--- config.mk ---
export PLATFORM = sky130hd
export DESIGN_NAME = booth_datapath_flat
export DESIGN_NICKNAME = d
export VERILOG_FILES = /design/src/rtl/booth_datapath_if.sv /design/src/rtl/booth_datapath.sv /design/src/flat_wrapper.sv
export SDC_FILE = /design/constraint.sdc
export NUM_CORES = 1
export LEC_CHECK = 0
export BUFFER_PORTS_ARGS = -buffer_cell sky130_fd_sc_hd__buf_2
export CAP_MARGIN = 5
export CORE_ASPECT_RATIO = 2
export CORE_UTILIZATION = 45
export CTS_CLUSTER_DIAMETER = 200
export DETAILED_ROUTE_END_ITERATION = 7
export GPL_TIMING_DRIVEN = 0
export PLACE_DENSITY = 0.69
export REMOVE_ABC_BUFFERS = 1
export SLEW_MARGIN = 20
export SYNTH_ARGS = -nofsm -noshare
export SYNTH_HDL_FRONTEND = slang
export SYNTH_SLANG_ARGS = --single-unit
--- constraint.sdc ---
create_clock -name clk -period 3.85 [get_ports clk]
set_input_delay 0 -clock clk [delete_from_list [all_inputs] [get_ports clk]]
set_output_delay 0 -clock clk [all_outputs]
set_load 0.02 [all_outputs]
--- src/rtl/booth_datapath_if.sv ---
// Booth datapath bus: controller commands and operands in, recode pair,
// product and done flag out.
interface booth_datapath_if #(
   parameter int unsigned N = 8
) ();
   logic [N-1:0]   mcand;
   logic [N-1:0]   mplier;
   logic [1:0]     q_mode;
   logic [1:0]     a_mode;
   logic           m_ld;
   logic           alu_sub;
   logic           cnt_en;
   logic           c1;
   logic           c2;
   logic [2*N-1:0] product;
   logic           done;

   // Controller / consumer side
   modport master (
      output mcand, mplier, q_mode, a_mode, m_ld, alu_sub, cnt_en,
      input  c1, c2, product, done
   );

   // Datapath side
   modport slave (
      input  mcand, mplier, q_mode, a_mode, m_ld, alu_sub, cnt_en,
      output c1, c2, product, done
   );
endinterface

--- src/rtl/booth_datapath.sv ---
// Radix-2 Booth multiplier register datapath: A, Q, Q-1, M, add/sub ALU and
// iteration counter, driven by per-cycle commands from the control FSM.
module booth_datapath #(
   parameter int unsigned N  = 8,
   parameter int unsigned CW = 4
) (
   input  logic            clk,
   input  logic            rst,
   booth_datapath_if.slave bus
);

   typedef enum logic [1:0] {
      CMD_HOLD = 2'b00,
      CMD_LOAD = 2'b01,
      CMD_ASR  = 2'b10,
      CMD_CLR  = 2'b11
   } cmd_e;

   // A carries one guard bit so that A - M cannot overflow for
   // -2^(N-1) x -2^(N-1); only the low N bits are visible in the product.
   logic [N:0]    a_q, a_d;
   logic [N-1:0]  q_q, q_d;
   logic          qm1_q, qm1_d;
   logic [N-1:0]  m_q, m_d;
   logic [CW-1:0] cnt_q, cnt_d;

   logic [N:0]    m_ext;
   logic [N:0]    alu;
   cmd_e          a_cmd;
   cmd_e          q_cmd;

   assign a_cmd = cmd_e'(bus.a_mode);
   assign q_cmd = cmd_e'(bus.q_mode);
   assign m_ext = {m_q[N-1], m_q};

   // ALU on current A and M (old M when m_ld coincides with an A load)
   always_comb begin
      alu = bus.alu_sub ? (a_q - m_ext) : (a_q + m_ext);
   end

   // Next-state for A, Q, Q-1, M and the saturating counter
   always_comb begin
      a_d   = a_q;
      q_d   = q_q;
      qm1_d = qm1_q;
      m_d   = bus.m_ld ? bus.mcand : m_q;
      cnt_d = cnt_q;

      case (a_cmd)
         CMD_LOAD: a_d = alu;
         CMD_ASR:  a_d = {a_q[N], a_q[N:1]};
         CMD_CLR:  a_d = '0;
         default:  a_d = a_q;
      endcase

      if (bus.cnt_en && (cnt_q != CW'(N))) begin
         cnt_d = cnt_q + CW'(1);
      end

      // Q shift takes the pre-edge A[0], so a joint A/Q shift is one
      // arithmetic shift of {A,Q,Q-1}.
      case (q_cmd)
         CMD_LOAD: begin
            q_d   = bus.mplier;
            qm1_d = 1'b0;
            cnt_d = '0;
         end
         CMD_ASR: begin
            q_d   = {a_q[0], q_q[N-1:1]};
            qm1_d = q_q[0];
         end
         CMD_CLR: begin
            q_d   = '0;
            qm1_d = 1'b0;
         end
         default: begin
            q_d   = q_q;
            qm1_d = qm1_q;
         end
      endcase
   end

   // State registers with synchronous reset overriding all commands
   always_ff @(posedge clk) begin
      if (rst) begin
         a_q   <= '0;
         q_q   <= '0;
         qm1_q <= 1'b0;
         m_q   <= '0;
         cnt_q <= '0;
      end else begin
         a_q   <= a_d;
         q_q   <= q_d;
         qm1_q <= qm1_d;
         m_q   <= m_d;
         cnt_q <= cnt_d;
      end
   end

   assign bus.c1      = q_q[0];
   assign bus.c2      = qm1_q;
   assign bus.product = {a_q[N-1:0], q_q};
   assign bus.done    = (cnt_q == CW'(N));

endmodule
--- src/flat_wrapper.sv ---
// flat-port wrapper written by rule: the top's interface ports become plain ports
module booth_datapath_flat 
#(
   parameter int unsigned N  = 8,
   parameter int unsigned CW = 4
)
  (clk, rst, bus_mcand, bus_mplier, bus_q_mode, bus_a_mode, bus_m_ld, bus_alu_sub, bus_cnt_en, bus_c1, bus_c2, bus_product, bus_done);
  booth_datapath_if #(.N(N)) bus_i ();
  input  logic clk;
  input  logic rst;
  input wire logic [$bits(bus_i.mcand)-1:0] bus_mcand;
  input wire logic [$bits(bus_i.mplier)-1:0] bus_mplier;
  input wire logic [$bits(bus_i.q_mode)-1:0] bus_q_mode;
  input wire logic [$bits(bus_i.a_mode)-1:0] bus_a_mode;
  input wire logic [$bits(bus_i.m_ld)-1:0] bus_m_ld;
  input wire logic [$bits(bus_i.alu_sub)-1:0] bus_alu_sub;
  input wire logic [$bits(bus_i.cnt_en)-1:0] bus_cnt_en;
  output wire logic [$bits(bus_i.c1)-1:0] bus_c1;
  output wire logic [$bits(bus_i.c2)-1:0] bus_c2;
  output wire logic [$bits(bus_i.product)-1:0] bus_product;
  output wire logic [$bits(bus_i.done)-1:0] bus_done;
  assign bus_i.mcand = bus_mcand;
  assign bus_i.mplier = bus_mplier;
  assign bus_i.q_mode = bus_q_mode;
  assign bus_i.a_mode = bus_a_mode;
  assign bus_i.m_ld = bus_m_ld;
  assign bus_i.alu_sub = bus_alu_sub;
  assign bus_i.cnt_en = bus_cnt_en;
  assign bus_c1 = bus_i.c1;
  assign bus_c2 = bus_i.c2;
  assign bus_product = bus_i.product;
  assign bus_done = bus_i.done;
  booth_datapath #(.N(N), .CW(CW)) u_core (.clk(clk), .rst(rst), .bus(bus_i));
endmodule
==> results by stage, run 1 <==
Cells and area:
- The most common library cell in the layout ignoring fill and taps is buf_2.
- The repair_antennas step left the layout with diodes totalling 0.
- The number of nets in the final layout is 301.
- The final instance area is 2270 sq um.
- The library cells used most frequently in the layout, excluding fill and tap cells, are buf_2 (43), nor2_1 (38), dfxtp_1 (30).
- The count of fill cells added during filler insertion is 369.
- The finished layout holds 316 standard cells, fillers aside.
- In the final layout, the share of cells above drive strength 1 is roughly a fifth.
- The synthesis-to-layout area growth is 23.2%.

Yosys:
- The area fraction in and, or, nand and nor cells after synthesis is 17.5%.
- Among all flip-flop cells after synthesis, the most frequent one is dfxtp_1.
- The total standard cell area after synthesis is between 1500 and 2000 sq um.
- The fraction of the mapped netlist area in compound gates is 14.5%.
- During synthesis, Yosys emitted a total of 0 warnings.
- Counting flops and latches in the post-synthesis netlist gives 30.
- For this run, asynchronously set or reset flops after synthesis account for 0%.
- The sequential share of the synthesized area is between 30% and 40%.
- The share of synthesized area spent on multiplexers is 13.6%.
- The cell count after synthesis is 216.
- The XOR/XNOR share of the synthesized area is 6.18%.
- The share of synthesized cell area in full adder, half adder and majority cells is 8.56%.
- The average cell area after synthesis is between 8 and 9 sq um.
- Yosys mapped a number of flops with a built-in enable equal to 0.
- The number of library cell types mapped by synthesis is 38.
- By area, the combinational part of the netlist is dominated by simple AND/OR/NAND/NOR gates.

Worst hold path:
- The critical hold path startpoint is bus_q_mode[0].
- The type of the most critical hold path is input pin to flop.
- The worst hold path cell count is 2.
- The path with the worst hold slack has its endpoint at u_core.bus.c2.

Floorplan:
- The number of placement rows is 32.
- The core footprint is between 3000 and 4000 sq um.
- The I/O pin total is 44.
- The initial utilization of the core area, before any placement, comes to 47.4%.
- The total die area is 4370 sq um.
- From left edge to right edge, the die measures around 47 microns.
- The overall die height is 92.5 microns.

Timing:
- Clock skew on the completed layout was measured at around 0.0014 ns.
- At the pin with the least slew margin, the transition time is 0.842 ns.
- Timing would allow up to 394 MHz.
- Setup repair after global routing left no endpoint under its margin.
- The number of pins with negative max-slew slack in the final report is 0.
- The final critical path takes up 65.9% of the cycle.
- The final critical-path required period is 2.54 ns.
- The summed negative setup slack over all endpoints is 0 ns.
- Setup violations remaining at the end of the flow were counted as 0.
- The final number of hold-violating endpoints came to 0.
- The remaining max-slew budget at the tightest pin is between 40 and 50%.

Global routing:
- For this run the aggregate overflow at the end of global routing stands at 0.
- The number of antenna violations at the first check in global routing came to 0.
- The number of global-route vias before repair is between 1,500 and 2,000.
- The global-route usage over all layers is 20.4%.
- The largest net degree at the start of global routing is 29.
- The wire length of the first global-routing pass is 6330 microns.

Critical path:
- The startpoint kind of the worst setup timing path is a flop.
- The setup path with the least slack is of type flop to flop.
- The count of cell instances traversed by the critical path is 10.
- The largest fanout of any net on the critical path is 6.
- The end of the worst register-to-register path is u_core.a_q[7].
- The worst setup path is captured at a flop.
- The library cell contributing the largest single delay on the critical path is dfxtp_1.
- The startpoint of the worst-slack reg-to-reg timing path is u_core.m_q[0].
- At the worst endpoint, the arrival time is 2.71 ns.
- The critical path launch point is u_core.m_q[0].
- Traced cell by cell, the critical path runs through inv_1 -> ha_1 -> a21oi_1 -> xnor2_1 -> ha_1 -> a21o_1 -> a21o_1 -> a221oi_1 -> xor2_1 -> o22ai_1.
- For the worst setup path, the data required time is 4.02 ns.
- The kind of cell with the highest combined delay on the critical path is compound AO/OA/AOI/OAI gates.
- The worst register-to-register path has a depth of 10.
- Together, buffers and inverters on the worst path number 1.
- The register-to-register setup slack is 1.31 ns.
- For this run, the slowest stage of the critical path takes 0.43 ns.

Routing:
- The final layout contains routed wiring with a total length of 3960 microns.
- The ratio of routed vias to standard cells is ~5.2.
- The post-detailed-route DRC marker count is 0.
- The number of detailed-routing iterations run before antenna repair is 4.
- The antenna violation net count after detailed routing is 0.
- In the final routed layout, each cell accounts on average for 12.5 microns.
- The number of violations reported at the end of detailed-routing iteration 0 is 25.
- Detailed routing inserted a total of between 1,500 and 2,000 vias.

Clock network:
- The number of clock sinks seen by CTS is 30.
- The clock passes through at most 2 buffers.
- In this run the number of H-tree levels came out at 2.
- TritonCTS created 5 clock buffers.
- Clock-pin slew was measured on the worst setup and hold paths at 0.06 ns.
- For the worst-skew pair, the clock arrives at the later sink with an insertion delay of 0.29 ns.
- TritonCTS built the clock tree.
- The tree is rooted in a clkbuf_8.

Placement:
- The placer's final routability congestion estimate is ~0.76.
- The cell area after placement is 2020 sq um.
- The number of input and output port buffers inserted is 43.
- After detailed placement, the design holds a cell count of 292.
- The final HPWL from detailed placement is 2910 microns.

Job:
- The number of max-capacitance violations reported is 0.

Pwr:
- The leakage power figure is 0.00106 uW.
- Across the VDD grid, the largest voltage drop is 0.000266 V.
- The power per standard cell area is 385 nW/um^2.

Run status:
- The run finished with clean final reports.
[sequential cells by signal (all words and copies together) (netlist names)]
signal         flops
u_core.bus.c2      1
u_core.a_q         9
u_core.m_q         8
u_core.q_q         8
u_core.cnt_q       4
[layout make-up]
type / instances / area, sq um / share of cell area (%)
multi-input combinational: 161 / 1110 / 49.0
sequential: 30 / 601 / 26.5
timing repair buffer: 59 / 375 / 16.5
clock buffer: 7 / 86.3 / 3.81
tap: 51 / 63.8 / 2.81
inverter: 7 / 26.3 / 1.16
clock inverter: 1 / 5.00 / 0.221
[stage by stage]
stage / power [uW] / util (%) / worst slack, ns / hold slack (ns)
3_3_place_gp: 600 / 51.9 / 1.33 / 0.227
4_1_cts: 885 / 58.4 / 1.32 / 0.0251
5_1_grt: 934 / 58.4 / 1.11 / 0.0239
6_report: 873 / 58.4 / 1.31 / 0.0256
2_1_floorplan: 533 / - / 1.64 / 0.0691
3_5_place_dp: 605 / 51.9 / 1.34 / 0.235
[repair_timing]
| action | 4_1_cts | 5_1_grt |
|---|---|---|
| endpoints found under the hold margin | 16 | 0 |
| hold buffers | 16 | 0 |
| setup buffers | 0 | 0 |
| resized for setup | 0 | 0 |
[where the power goes]
| group | switching (uW) | total (uW) | internal (uW) |
|---|---|---|---|
| combinational | 134 | 256 | 122 |
| clock | 121 | 265 | 144 |
| sequential | 22.3 | 352 | 330 |
[worst reg2reg max path: cells and delay by family (launching register included)]
| kind | cells | cell delay (ns) |
|---|---|---|
| AOI/OAI and AO/OA | 5 | 0.99 |
| adders and majority gates | 2 | 0.58 |
| DFF | 1 | 0.43 |
| xor gates and xnor gates | 2 | 0.32 |
| buffers and inverters | 1 | 0.10 |
[worst max-delay path by stage]
stage	to
CTS	u_core.a_q[7]
floorplan	u_core.a_q[7]
detailed placement	u_core.a_q[7]
global route	u_core.a_q[7]
global placement	u_core.a_q[7]
finish	u_core.a_q[7]
[cell families after synthesis]
group,after synthesis
XOR/XNOR,13
AND/OR/NAND/NOR,68
buffers and inverters,25
AO/OA/AOI/OAI,43
adder cells (fa/ha/maj),12
flip-flops,30
multiplexers,25
[synthesized netlist by cell type, types with 2 or more instances]
cell type | count | area, sq um
o21ai_0 | 5 | 25.0
nand2_1 | 7 | 26.3
inv_1 | 7 | 26.3
nor2_1 | 38 | 143
nand4_1 | 2 | 12.5
nor2b_1 | 3 | 18.8
a21o_1 | 2 | 15.0
a21oi_1 | 18 | 90.1
dfxtp_1 | 30 | 601
buf_2 | 2 | 10.0
xor2_1 | 5 | 43.8
o22ai_1 | 2 | 12.5
o21a_1 | 3 | 22.5
mux2i_1 | 25 | 250
ha_1 | 11 | 138
xnor2_1 | 8 | 70.1
a31oi_1 | 3 | 18.8
clkbuf_1 | 6 | 22.5
buf_4 | 9 | 67.6
a211oi_1 | 3 | 22.5
nor3_1 | 10 | 50.1
[metal layers]
layer | wire (microns) | global-route usage, %
met5 | 0 | 0
met4 | 100 | 10.7
met3 | 142 | 4.68
met2 | 2310 | 39.3
met1 | 1410 | 16.7
No activity file was read; power rests on OpenSTA's default activity.
==> run 2: changes to the inputs <==
clock period = 2.6 ns   (was 3.85 ns; I/O delays follow)
==> results by stage, run 2 (synthesis gave the netlist of run 1 again) <==
Cells and area:
- The largest registers in the layout are u_core.a_q: 9 flops, u_core.m_q: 8 flops, u_core.q_q: 8 flops.
- The top cell types in the final layout, fill and taps aside, are buf_2 (43), nor2_1 (38), dfxtp_1 (26).
- More flip-flops sit in one register than any other, and that register is u_core.a_q.
- From synthesis to final layout, the design area changed by 23.8%.
- The count of antenna diodes in the layout is 0.
- The most common library cell in the layout ignoring fill and taps is buf_2.
- The fraction of layout instances using a drive strength above 1 is between 20 and 25%.
- The number of nets in the final layout is between 300 and 400.
- The flip-flop count of the largest register after layout is 9.

Critical path:
- The startpoint of the worst-slack reg-to-reg timing path is u_core.m_q[0].
- The type of the worst setup path is flop to flop.
- The capturing element type of the critical path is a flop.
- The end of the worst register-to-register path is u_core.a_q[7].
- Data arrives at the worst endpoint at approximately 2.6 ns.
- The setup check on the worst reg-to-reg path leaves a slack of 0.18 ns.
- Measured in cells, the most critical reg-to-reg path has a length of 10.
- The endpoint required time on the critical path is 2.77 ns.
- The largest fanout of any net on the critical path is 6.
- The startpoint kind of the worst setup timing path is a flop.

Placement:
- The placer's final routability congestion estimate is 0.763.
- The number of input and output port buffers inserted is 43.
- After legalization and detailed placement, the total HPWL measured 2910 microns.
- The post-place setup slack is 0.0890 ns.

Worst hold path:
- The critical hold path startpoint is bus_q_mode[0].
- The worst hold path terminates at u_core.bus.c2.
- The worst hold path was traced through 2 stages.
- The min-delay analysis places its worst path in the category input pin to flop.

Timing:
- For the final routed database, the setup TNS stands at 0 ns.
- The transition time at the pin with the least slew margin is 0.834 ns.
- The final number of hold-violating endpoints was 0.
- Setup violations remaining at the end of the flow were counted as 0.
- The clock tree skew after final layout is 0.00170 ns.
- Timing would allow up to 413 MHz.
- The final worst slack is approximately 0.18 ns.
- Hold timing on the final database bottoms out at a slack of 0.0275 ns.
- Setup repair after global routing left no endpoint under its margin.
- The final critical-path required period is between 2 and 2.5 ns.
- In the finished design, the share of the clock period the worst path needs comes to 93.1%.
- Headroom to the max-slew limit came out at 44.3%.
- The number of pins with negative max-slew slack in the final report is 0.

Global routing:
- The first global-routing pass estimated 6330 microns of wire.
- The number of antenna violations at the first check in global routing is 0.
- For this run the aggregate overflow at the end of global routing stands at 0.
- The largest net degree at the start of global routing is 29.
- The global-route usage over all layers is 20.4%.
- The number of global-route vias before repair is 1,554.

Pwr:
- After layout, the design draws a total of 1300 uW.
- The leakage power figure is roughly 0.0011 uW.
- Dividing total power by cell area gives a power density of 570 nW/um^2.
- Across the VDD grid, the largest voltage drop is slightly below 0.0004 V.

Routing:
- The aggregate routed wire length is 4020 microns.
- After detailed routing, the average wire length per cell comes to 12.7 microns.
- The post-detailed-route DRC marker count is 0.
- The antenna violation net count after detailed routing is 0.
- The number of violations reported at the end of detailed-routing iteration 0 is 50.
- The pre-antenna-repair detailed-routing pass consisted of 4 iterations.
- The via count is approximately 1,700.
- After detailed routing, the number of vias per cell comes to roughly 5.2.

Floorplan:
- The die covers roughly 4400 sq um.
- Pin placement for this block handled 44 I/O pins.
- The initial cell density of the core is 47.4%.
- The overall die height is 92.5 microns.
- The initialized floorplan defines 32 standard-cell rows.
- The floorplan step set the die width to 47.2 microns.
- The core region is 3880 sq um.

Clock network:
- The number of levels in the clock H-tree is 2.
- The maximum root-to-sink buffer count is 2.
- The worst-skew pair later-pin latency is roughly 0.29 ns.
- After clock tree synthesis, the clock-pin slew on the worst setup and hold paths is about 0.06 ns.
- The number of clock sinks seen by CTS is 30.
- After clock tree synthesis, the setup repair step added 0 buffers.
- Clock tree synthesis selected as its root buffer the cell clkbuf_8.
- The CTS tree is done.
- The clock buffer count from CTS is 5.

Run status:
- The run finished with clean final reports.

Job:
- Across the run, the number of max-cap violations was 0.
==> run 2: worst max-delay path, cell delays in order (launching register included) <==
cell and delay (ns):
dfxtp_2 0.38, inv_1 0.08, ha_1 0.26, a21oi_1 0.18
xnor2_1 0.15, ha_1 0.32, a21o_1 0.18, a21o_1 0.18
a221oi_2 0.34, xor2_1 0.17, o22ai_1 0.08
==> run 2: metrics by stage <==
stage / instances / instance area, sq um / utilization, %
after floorplan: 198 / 1740 / -
after global placement: 292 / 2020 / 51.9
after detailed placement: 292 / 2020 / 51.9
after CTS: 316 / 2270 / 58.4
after global routing: 316 / 2280 / 58.7
final: 316 / 2280 / 58.7
==> run 2: layout make-up <==
cell class,count,area (sq um)
Fill cell,365,1600
Timing Repair Buffer,59,375
Clock inverter,1,5.00
Multi-Input combinational cell,161,1120
Tap cell,51,63.8
Sequential cell,30,606
Clock buffer,7,86.3
Inverter,7,26.3
==> run 2: per-layer routing <==
metal | up-vias | routed length, microns | track usage (%) | share of wire (%)
met5 | - | 0 | 0 | 0
met4 | 0 | 135 | 10.7 | 3.4
met3 | 8 | 150 | 4.68 | 3.7
met2 | 42 | 2300 | 39.3 | 57
met1 | 768 | 1430 | 16.7 | 36
li1 | 837 | - | - | -
==> run 2: worst max path at each step <==
| stage | depth (start not counted) | endpoint | slack [ns] | start |
|---|---|---|---|---|
| global placement | 9 | u_core.a_q[7] | 0.08 | u_core.m_q[0] |
| global route | 10 | u_core.a_q[8] | 0.02 | u_core.m_q[0] |
| CTS | 10 | u_core.a_q[7] | 0.07 | u_core.m_q[0] |
| detailed placement | 10 | u_core.a_q[7] | 0.09 | u_core.m_q[0] |
| floorplan | 10 | u_core.a_q[7] | 0.39 | u_core.m_q[0] |
| finish | 10 | u_core.a_q[7] | 0.18 | u_core.m_q[0] |
==> run 2: repair_timing <==
item / CTS / global route
setup endpoints to repair: 0 / 2
gates resized for setup: 0 / 5
hold buffers: 16 / 0
hold endpoints to repair: 16 / 0
==> run 2: power by group <==
group          switching, uW  total (uW)  internal, uW
Combinational            203         387           184
Clock                    178         391           213
Sequential              33.1         523           490
